===== config.mk =====
export PLATFORM = sky130hd
export DESIGN_NAME = alarma_ring_ctrl
export DESIGN_NICKNAME = d
export VERILOG_FILES = /design/src/rtl/alarma_ring_ctrl.sv
export SDC_FILE = /design/constraint.sdc
export NUM_CORES = 1
export LEC_CHECK = 0
export ABC_AREA = 1
export CAP_MARGIN = 15
export CORE_AREA = 5 5 54 80
export DETAILED_ROUTE_END_ITERATION = 16
export DIE_AREA = 0 0 59 85
export MAX_ROUTING_LAYER = met4
export PLACE_DENSITY = 0.83
export RECOVER_POWER = 100
export SKIP_LAST_GASP = 1
export SLEW_MARGIN = 30
export SYNTH_ARGS = -nofsm -noshare
export SYNTH_HDL_FRONTEND = slang
export SYNTH_SLANG_ARGS = --single-unit

===== constraint.sdc =====
create_clock -name CLK_Ring -period 2.6 [get_ports CLK_Ring]
set_input_delay 0.26 -clock CLK_Ring [delete_from_list [all_inputs] [get_ports CLK_Ring]]
set_output_delay 0.26 -clock CLK_Ring [all_outputs]
set_load 0.01 [all_outputs]

===== src/rtl/alarma_ring_ctrl.sv =====
// alarma_ring_ctrl
// Ring sequencer and arbiter for the shared alarm indicator. Two sources
// compete for one blinking output: chronometer expiry (fin_crono) and
// clock-alarm match (alarm_hit). The chronometer wins ties. Alarm rings
// may be snoozed up to MAX_SNOOZE times. A chronometer ring can interrupt
// a snooze, which freezes the snooze counter and resumes it afterwards.
//
// Handshake: ack and snooze are single-cycle strobes, already synchronised
// to CLK_Ring. They are sampled on the rising edge and have no ready path.
// fin_crono is a level input, held until clr_crono pulses. alarm_hit is a
// level input, and only its rising edges matter.
//
// Ports:
//   CLK_Ring   in   ring clock, rising edge
//   reset      in   asynchronous, active-high
//   fin_crono  in   chronometer finished (level)
//   alarm_hit  in   clock-alarm time match (level)
//   ack        in   dismiss strobe
//   snooze     in   snooze strobe
//   ring_en    out  indicator granted and ringing
//   band_parp  out  blink flag, 1 on the first ring cycle, then toggles
//   src        out  current/last grant (0 = chronometer, 1 = alarm)
//   clr_crono  out  one-cycle pulse clearing the chronometer flag
//   snoozing   out  alarm snooze in progress (also while frozen)
//   missed     out  sticky: a ring ended by timeout
//   dbg_state  out  FSM state (0 idle, 1 ring, 2 snooze)
module alarma_ring_ctrl #(
    parameter int RING_TICKS   = 60,
    parameter int SNOOZE_TICKS = 300,
    parameter int MAX_SNOOZE   = 3,
    parameter int CNT_W        = 9
) (
    input  logic       CLK_Ring,
    input  logic       reset,
    input  logic       fin_crono,
    input  logic       alarm_hit,
    input  logic       ack,
    input  logic       snooze,
    output logic       ring_en,
    output logic       band_parp,
    output logic       src,
    output logic       clr_crono,
    output logic       snoozing,
    output logic       missed,
    output logic [1:0] dbg_state
);

    typedef enum logic [1:0] {
        S_IDLE   = 2'd0,
        S_RING   = 2'd1,
        S_SNOOZE = 2'd2
    } state_t;

    localparam int SN_W = $clog2(MAX_SNOOZE + 2);
    localparam logic [CNT_W-1:0] RING_LIM = CNT_W'(RING_TICKS);
    localparam logic [CNT_W-1:0] SNZ_LIM  = CNT_W'(SNOOZE_TICKS);
    localparam logic [CNT_W-1:0] CNT_ONE  = CNT_W'(1);
    localparam logic [SN_W-1:0]  SN_LIM   = SN_W'(MAX_SNOOZE);
    localparam logic [SN_W-1:0]  SN_ONE   = SN_W'(1);

    state_t           state, state_n;
    logic             prev_c, prev_a;
    logic             pend_c, pend_c_n;
    logic             pend_a, pend_a_n;
    logic             src_q, src_n;
    logic             band_q, band_n;
    logic             clr_q, clr_n;
    logic             missed_q, missed_n;
    logic             frozen, frozen_n;
    logic [CNT_W-1:0] ring_cnt, ring_cnt_n;
    logic [CNT_W-1:0] snz_cnt, snz_cnt_n;
    logic [SN_W-1:0]  snz_num, snz_num_n;

    logic edge_c, edge_a, alarm_busy, want_c;

    // Previous-value registers reset to 0, so a level already high when
    // reset releases is treated as a fresh edge.
    assign edge_c = fin_crono & ~prev_c;
    assign edge_a = alarm_hit & ~prev_a;
    assign want_c = pend_c | edge_c;

    // Alarm edges are dropped while the alarm owns the indicator or is
    // snoozed (including a snooze frozen under a chronometer ring).
    assign alarm_busy = ((state == S_RING) && src_q) || (state == S_SNOOZE) || frozen;

    // State and datapath registers
    always_ff @(posedge CLK_Ring or posedge reset) begin
        if (reset) begin
            state    <= S_IDLE;
            prev_c   <= 1'b0;
            prev_a   <= 1'b0;
            pend_c   <= 1'b0;
            pend_a   <= 1'b0;
            src_q    <= 1'b0;
            band_q   <= 1'b0;
            clr_q    <= 1'b0;
            missed_q <= 1'b0;
            frozen   <= 1'b0;
            ring_cnt <= '0;
            snz_cnt  <= '0;
            snz_num  <= '0;
        end else begin
            state    <= state_n;
            prev_c   <= fin_crono;
            prev_a   <= alarm_hit;
            pend_c   <= pend_c_n;
            pend_a   <= pend_a_n;
            src_q    <= src_n;
            band_q   <= band_n;
            clr_q    <= clr_n;
            missed_q <= missed_n;
            frozen   <= frozen_n;
            ring_cnt <= ring_cnt_n;
            snz_cnt  <= snz_cnt_n;
            snz_num  <= snz_num_n;
        end
    end

    // Next-state and datapath logic
    always_comb begin
        state_n    = state;
        pend_c_n   = pend_c | edge_c;
        pend_a_n   = pend_a | (edge_a & ~alarm_busy);
        src_n      = src_q;
        band_n     = 1'b0;
        clr_n      = 1'b0;
        missed_n   = missed_q;
        frozen_n   = frozen;
        ring_cnt_n = ring_cnt;
        snz_cnt_n  = snz_cnt;
        snz_num_n  = snz_num;

        case (state)
            S_IDLE: begin
                if (want_c) begin
                    state_n    = S_RING;
                    src_n      = 1'b0;
                    pend_c_n   = 1'b0;
                    ring_cnt_n = CNT_ONE;
                    band_n     = 1'b1;
                end else if (pend_a | edge_a) begin
                    state_n    = S_RING;
                    src_n      = 1'b1;
                    pend_a_n   = 1'b0;
                    ring_cnt_n = CNT_ONE;
                    band_n     = 1'b1;
                end
            end

            S_RING: begin
                // ring_cnt holds the 1-based index of the current ring cycle.
                band_n     = ~band_q;
                ring_cnt_n = ring_cnt + CNT_ONE;
                if (ack || (!(snooze && src_q && (snz_num < SN_LIM)) && (ring_cnt >= RING_LIM))) begin
                    band_n = 1'b0;
                    if (ack) begin
                        missed_n = 1'b0;
                    end else begin
                        missed_n = 1'b1;
                    end
                    if (!src_q) begin
                        clr_n = 1'b1;
                        if (frozen) begin
                            state_n  = S_SNOOZE;
                            frozen_n = 1'b0;
                        end else begin
                            state_n = S_IDLE;
                        end
                    end else begin
                        snz_num_n = '0;
                        state_n   = S_IDLE;
                    end
                end else if (snooze && src_q && (snz_num < SN_LIM)) begin
                    band_n    = 1'b0;
                    state_n   = S_SNOOZE;
                    snz_num_n = snz_num + SN_ONE;
                    snz_cnt_n = CNT_ONE;
                end
            end

            S_SNOOZE: begin
                // snz_cnt holds the 1-based index of the current snooze cycle.
                snz_cnt_n = snz_cnt + CNT_ONE;
                if (ack) begin
                    snz_num_n = '0;
                    state_n   = S_IDLE;
                end else if (want_c) begin
                    // The current cycle still counts as a snooze cycle; the
                    // counter then holds its value until the crono ring ends.
                    state_n    = S_RING;
                    src_n      = 1'b0;
                    pend_c_n   = 1'b0;
                    frozen_n   = 1'b1;
                    ring_cnt_n = CNT_ONE;
                    band_n     = 1'b1;
                    if (snz_cnt >= SNZ_LIM) begin
                        snz_cnt_n = snz_cnt;
                    end
                end else if (snz_cnt >= SNZ_LIM) begin
                    state_n    = S_RING;
                    src_n      = 1'b1;
                    ring_cnt_n = CNT_ONE;
                    band_n     = 1'b1;
                end
            end

            default: begin
                state_n = S_IDLE;
            end
        endcase
    end

    // Outputs
    always_comb begin
        ring_en   = (state == S_RING);
        band_parp = band_q;
        src       = src_q;
        clr_crono = clr_q;
        snoozing  = (state == S_SNOOZE) || frozen;
        missed    = missed_q;
        dbg_state = state;
    end

endmodule


# Word level (Yosys, flattened, before mapping)
# Cells that the tools add are included.
# classes
add_sub_neg	3
mul	0
div	0
magnitude_cmp	3
eq_ne	15
shift	0
n_mux	55
bitwise	10
n_reduce_logical	20
# op_table
cell	n
9-bit two-way mux	10
9-bit one-hot mux with 3 select lines	1
1-bit two-way mux	24
9-bit by 1-bit adder with 9-bit output (second input constant)	2
2-bit two-way mux	9
9-bit one-hot mux with 2 select lines	1
4-bit AND reduction	4
3-bit two-way mux	4
2-bit != test (second input constant)	5
9-bit by 6-bit >= comparator with 1-bit output (second input constant)	1
9-bit >= comparator (second input constant)	1
3-bit != test (second input constant)	2
1-bit one-hot mux with 2 select lines	3
2-bit one-hot mux with 3 select lines	1
3-bit one-hot mux with 2 select lines	1
5-bit AND reduction	1
1-bit logical AND	4
1-bit logical OR	4
2-bit by 1-bit != test with 1-bit output (second input constant)	2
4-bit by 3-bit != test with 1-bit output (second input constant)	1
4-bit != test (second input constant)	1
1-bit inverter	4
2-bit nonzero test	2
3-bit by 1-bit adder with 3-bit output (second input constant)	1
13 further kinds	17
# word_totals
ff_bits	32
latch_bits	0
ramBits	0
rom_bits	0
out_inout_bits	8
n_memories	0

# Depth between registers and ports, before layout
# depth
ltp_word	10
depth_mapped	10
ltp_nobuf	10

# Worst setup path before layout
# Ideal clock, no wire load.
# synth_path
path_kind	reg-to-reg
start	register state[0] (netlist: dbg_state[0])
end	register snz_cnt[5]
setup_time_ns	0.118
arrival_time_ns	1.449
required_ns	2.482
setup_slack_ns	1.033
stages_incl_launch_ff	10
period_less_slack_ns	1.567
cell_sequence	dfrtp_1 > inv_1 > ha_1 > inv_1 > nor2_8 > nand3_4 > nand3_4 > buf_12 > nand2_1 > o21ai_2
# synth_via
elab_chain_cells	3
# synth_rtl
item	line_no	source
from (decl)	61	state_t state, state_n;
from (signal assigned)	103	state <= state_n;
2-bit == test or 2-bit by 1-bit == test with 1-bit output (tied branches)	133	case (state)
4-bit != test (no line) (tied with other cells)	--	
4-bit AND reduction (no line)	--	
to (signal assigned)	114	snz_cnt <= snz_cnt_n;
to (decl)	71	logic [CNT_W-1:0] snz_cnt, snz_cnt_n;
# Several ways; a longest one is shown, not always the timed one.
# A chain may end at the register's enable or synchronous reset.

# Worst setup path after layout
# layout_path
start	register state[0] (netlist: dbg_state[0])
end	output snoozing
# layout_via
elab_chain_cells	2
# layout_rtl
item	line_no	source
2-bit == test	219	snoozing = (state == S_SNOOZE) || frozen;
1-bit logical OR	219	
to (decl)	43	output logic snoozing,
# No other way between the ends.

==> impl_metrics.tcl <==
set metrics [dict create \
    hold_path_class "reg2reg" \
    post-synth-top-area-cell "dfrtp_1" \
    required_ns 2.34 \
    vdd_ir_drop_max_mv 0.737 \
    worstPathMaxFanout 16 \
    post_route_cells_drive_above_1_share_pct 10.4 \
    cts_buffer_depth 2 \
    ctsHoldBuffers 0 \
    root_buffer "clkbuf_8" \
    grt_start_max_net_pins 33 \
    postRouteWirelength_mm 4.31 \
    finalSetupViolCount 0 \
    final.setup.tns_ns 0 \
    layout-area-overhead-vs-synth_pct 7.26 \
    finish.net_count 311 \
    detailedRoute.firstPassIterationCount 4 \
    crit_path_start_kind "flop" \
    slowest_stage "dlygate4sd3_1" \
    die_area_sq_mm 0.00502 \
    mostFrequentLayoutCell "nand2_1" \
    synth.cell_area_sq_mm 0.00217 \
    gp_congestion 0.885 \
    finalCriticalPeriod_ns 2.40 \
    timing.fmax_mhz 416 \
    initialDrtViolationCount 95 \
    fillCellCount 332 \
    portbufs 13 \
    final.hold.worst_slack_ns 0.500 \
    wire_length_of_the_first_global_routing_pass_mm 7.95 \
    clkSlewWorstSetupHoldPaths_ns 0.06 \
    critical_path.max_stage_delay_ns 0.60 \
    die_width_um 59 \
    post_drt_via_cell_ratio 5.27 \
    clock_insertion_delay_worst_skew_ns 0.28 \
    cellLeakagePower_uw 0.00120 \
    synthDistinctLibCells 29 \
    ant_nets_after_route 0 \
    ys_ff_latch 32 \
    initial_antenna_violation_count 0 \
    globalRoute.totalOverflow 0 \
    detailroute.via_count 1791 \
    syn-num-nets 293 \
    cp_cell_sequence "inv_1 -> ha_1 -> or2_2 -> dlygate4sd3_1" \
    cts.htree.levels 2 \
    grt.total_usage_pct 20.9 \
    dp_hpwl_mm 3.17 \
    failing_checks "max-capacitance violations, max-slew violations" \
    synthesis.instances 278 \
    synth.yosys.warnings 0 \
    timing.critical_path.arrival_ns 2.14 \
    antenna-diode-count 0 \
    dp_worst_setup_slack_ns 0.603 \
    cts_buffers 5 \
    drc 0 \
    power_density_mw_per_mm2 897 \
    top_level_ports 14 \
    status "finished with violations" \
    timing_worst_slew_pin_value_ns 1.73 \
    tritoncts "yes" \
    routedWlPerCell_um 12.7 \
    fin_skew_ns 0.00471 \
    ys_top_cells_by_area "dfrtp_1 37%, nand2_1 13%, inv_1 6.9%" \
    post-route-period-util_pct 92.4 \
    grt_setup_unrepaired "false" \
    quantity_of_gates_resized_following_cts 0 \
    end_kind "output port" \
    first_global_vias 1802 \
    std_cell_rows 27 \
    floorplan.die.height_um 85 \
    maxSlewHeadroom_pct -15.6 \
    post-cts-setup-buffers 0 \
    timing_hold_violations_final 0 \
    start_util_pct 60.7 \
    setup_slack_ns 0.198 \
    syn-mean-instance-area_sq_um 7.81 \
    synth-seq-area-share_pct 36.9 \
    clkSinkCount 32 \
    coreArea_sq_mm 0.00358 \
    worst-setup-path-type "reg2out" \
    synth_top_area_share_pct 36.9 \
    cap_violations 1 \
    final_max_slew_viol_count 33 \
    layout.cells.most_common_list "78 x nand2_1, 41 x inv_1, 32 x dfrtp_1" \
]
==> kinds of logic after synthesis <==
kind of cell / after synthesis / synth area share (%)
xor gates and xnor gates: 8 / 3.23
AOI/OAI and AO/OA: 31 / 10.3
buffers and inverters: 46 / 9.79
DFF: 32 / 36.9
and+or+nand+nor: 152 / 34.6
adders and majority gates: 9 / 5.18
==> cells in the mapped netlist (all sizes together) <==
master / count
nand4: 6
a21oi: 6
nand2: 84
clkbuf: 1
o21ai: 23
buf: 3
nor3: 2
inv: 42
o21bai: 2
ha: 9
nor2: 30
or2: 3
dfrtp: 32
xor2: 6
xnor2: 2
nand3: 27
==> power breakdown <==
group / internal, uW / total [uW] / leakage [uW] / switching [uW]
Combinational: 349 / 970 / 0.000731 / 621
Sequential: 613 / 726 / 0.000423 / 114
Clock: 216 / 394 / 0.0000455 / 178
Total: 1180 / 2090 / 0.00120 / 913
==> cell type report <==
class                           count  area (sq um)  share of cell area, %
Inverter                           42           158                   6.77
Clock buffer                        8          90.1                   3.87
Tap cell                           43          53.8                   2.31
Sequential cell                    32           801                   34.4
Timing Repair Buffer               15           138                   5.91
Multi-Input combinational cell    200          1090                   46.8
==> worst paths after layout <==
| check | slack, ns | cells after the start | startpoint | endpoint |
|---|---|---|---|---|
| min reg2reg | 0.50 | 2 | missed | missed |
| max reg2reg | 0.29 | 8 | dbg_state[0] | ring_cnt[5] |
| min | 0.50 | 2 | missed | missed |
| max | 0.20 | 4 | dbg_state[0] | snoozing |
| min in group asynchronous | 1.02 | 3 | reset | pend_a |
| max in group asynchronous | 0.57 | 3 | reset | missed |
==> per-layer routing <==
layer  vias up  wire (um)  track usage [%]
li1        909          -                -
met1       831       1760             23.6
met2        35       2280             34.0
met3        16        140             4.72
met4         0        135             10.1
met5         -          0                -
==> sequential cells by signal, indices dropped and copies added (netlist names) <==
| signal | flops |
|---|---|
| band_parp | 1 |
| clr_crono | 1 |
| dbg_state | 2 |
| frozen | 1 |
| missed | 1 |
| pend_a | 1 |
| pend_c | 1 |
| prev_a | 1 |
| prev_c | 1 |
| ring_cnt | 9 |
| snz_cnt | 9 |
| snz_num | 3 |
| src | 1 |
==> worst max-delay path: cells and delay by family, from the launching register on <==
kind                       cells  cell delay [ns]
adders and majority gates      1             0.39
buffers and inverters          2             0.69
DFF                            1             0.40
and+or+nand+nor                1             0.36
==> per-stage QoR <==
stage	std cells	utilization, %	area (sq um)	total power (uW)
after floorplan	278	-	2170	1610
after global placement	332	64.7	2320	1790
after detailed placement	332	64.7	2320	1810
after CTS	340	67.2	2410	2230
after global routing	340	65.1	2330	2280
final	340	65.1	2330	2090
Power figures use the tool's default switching activity.
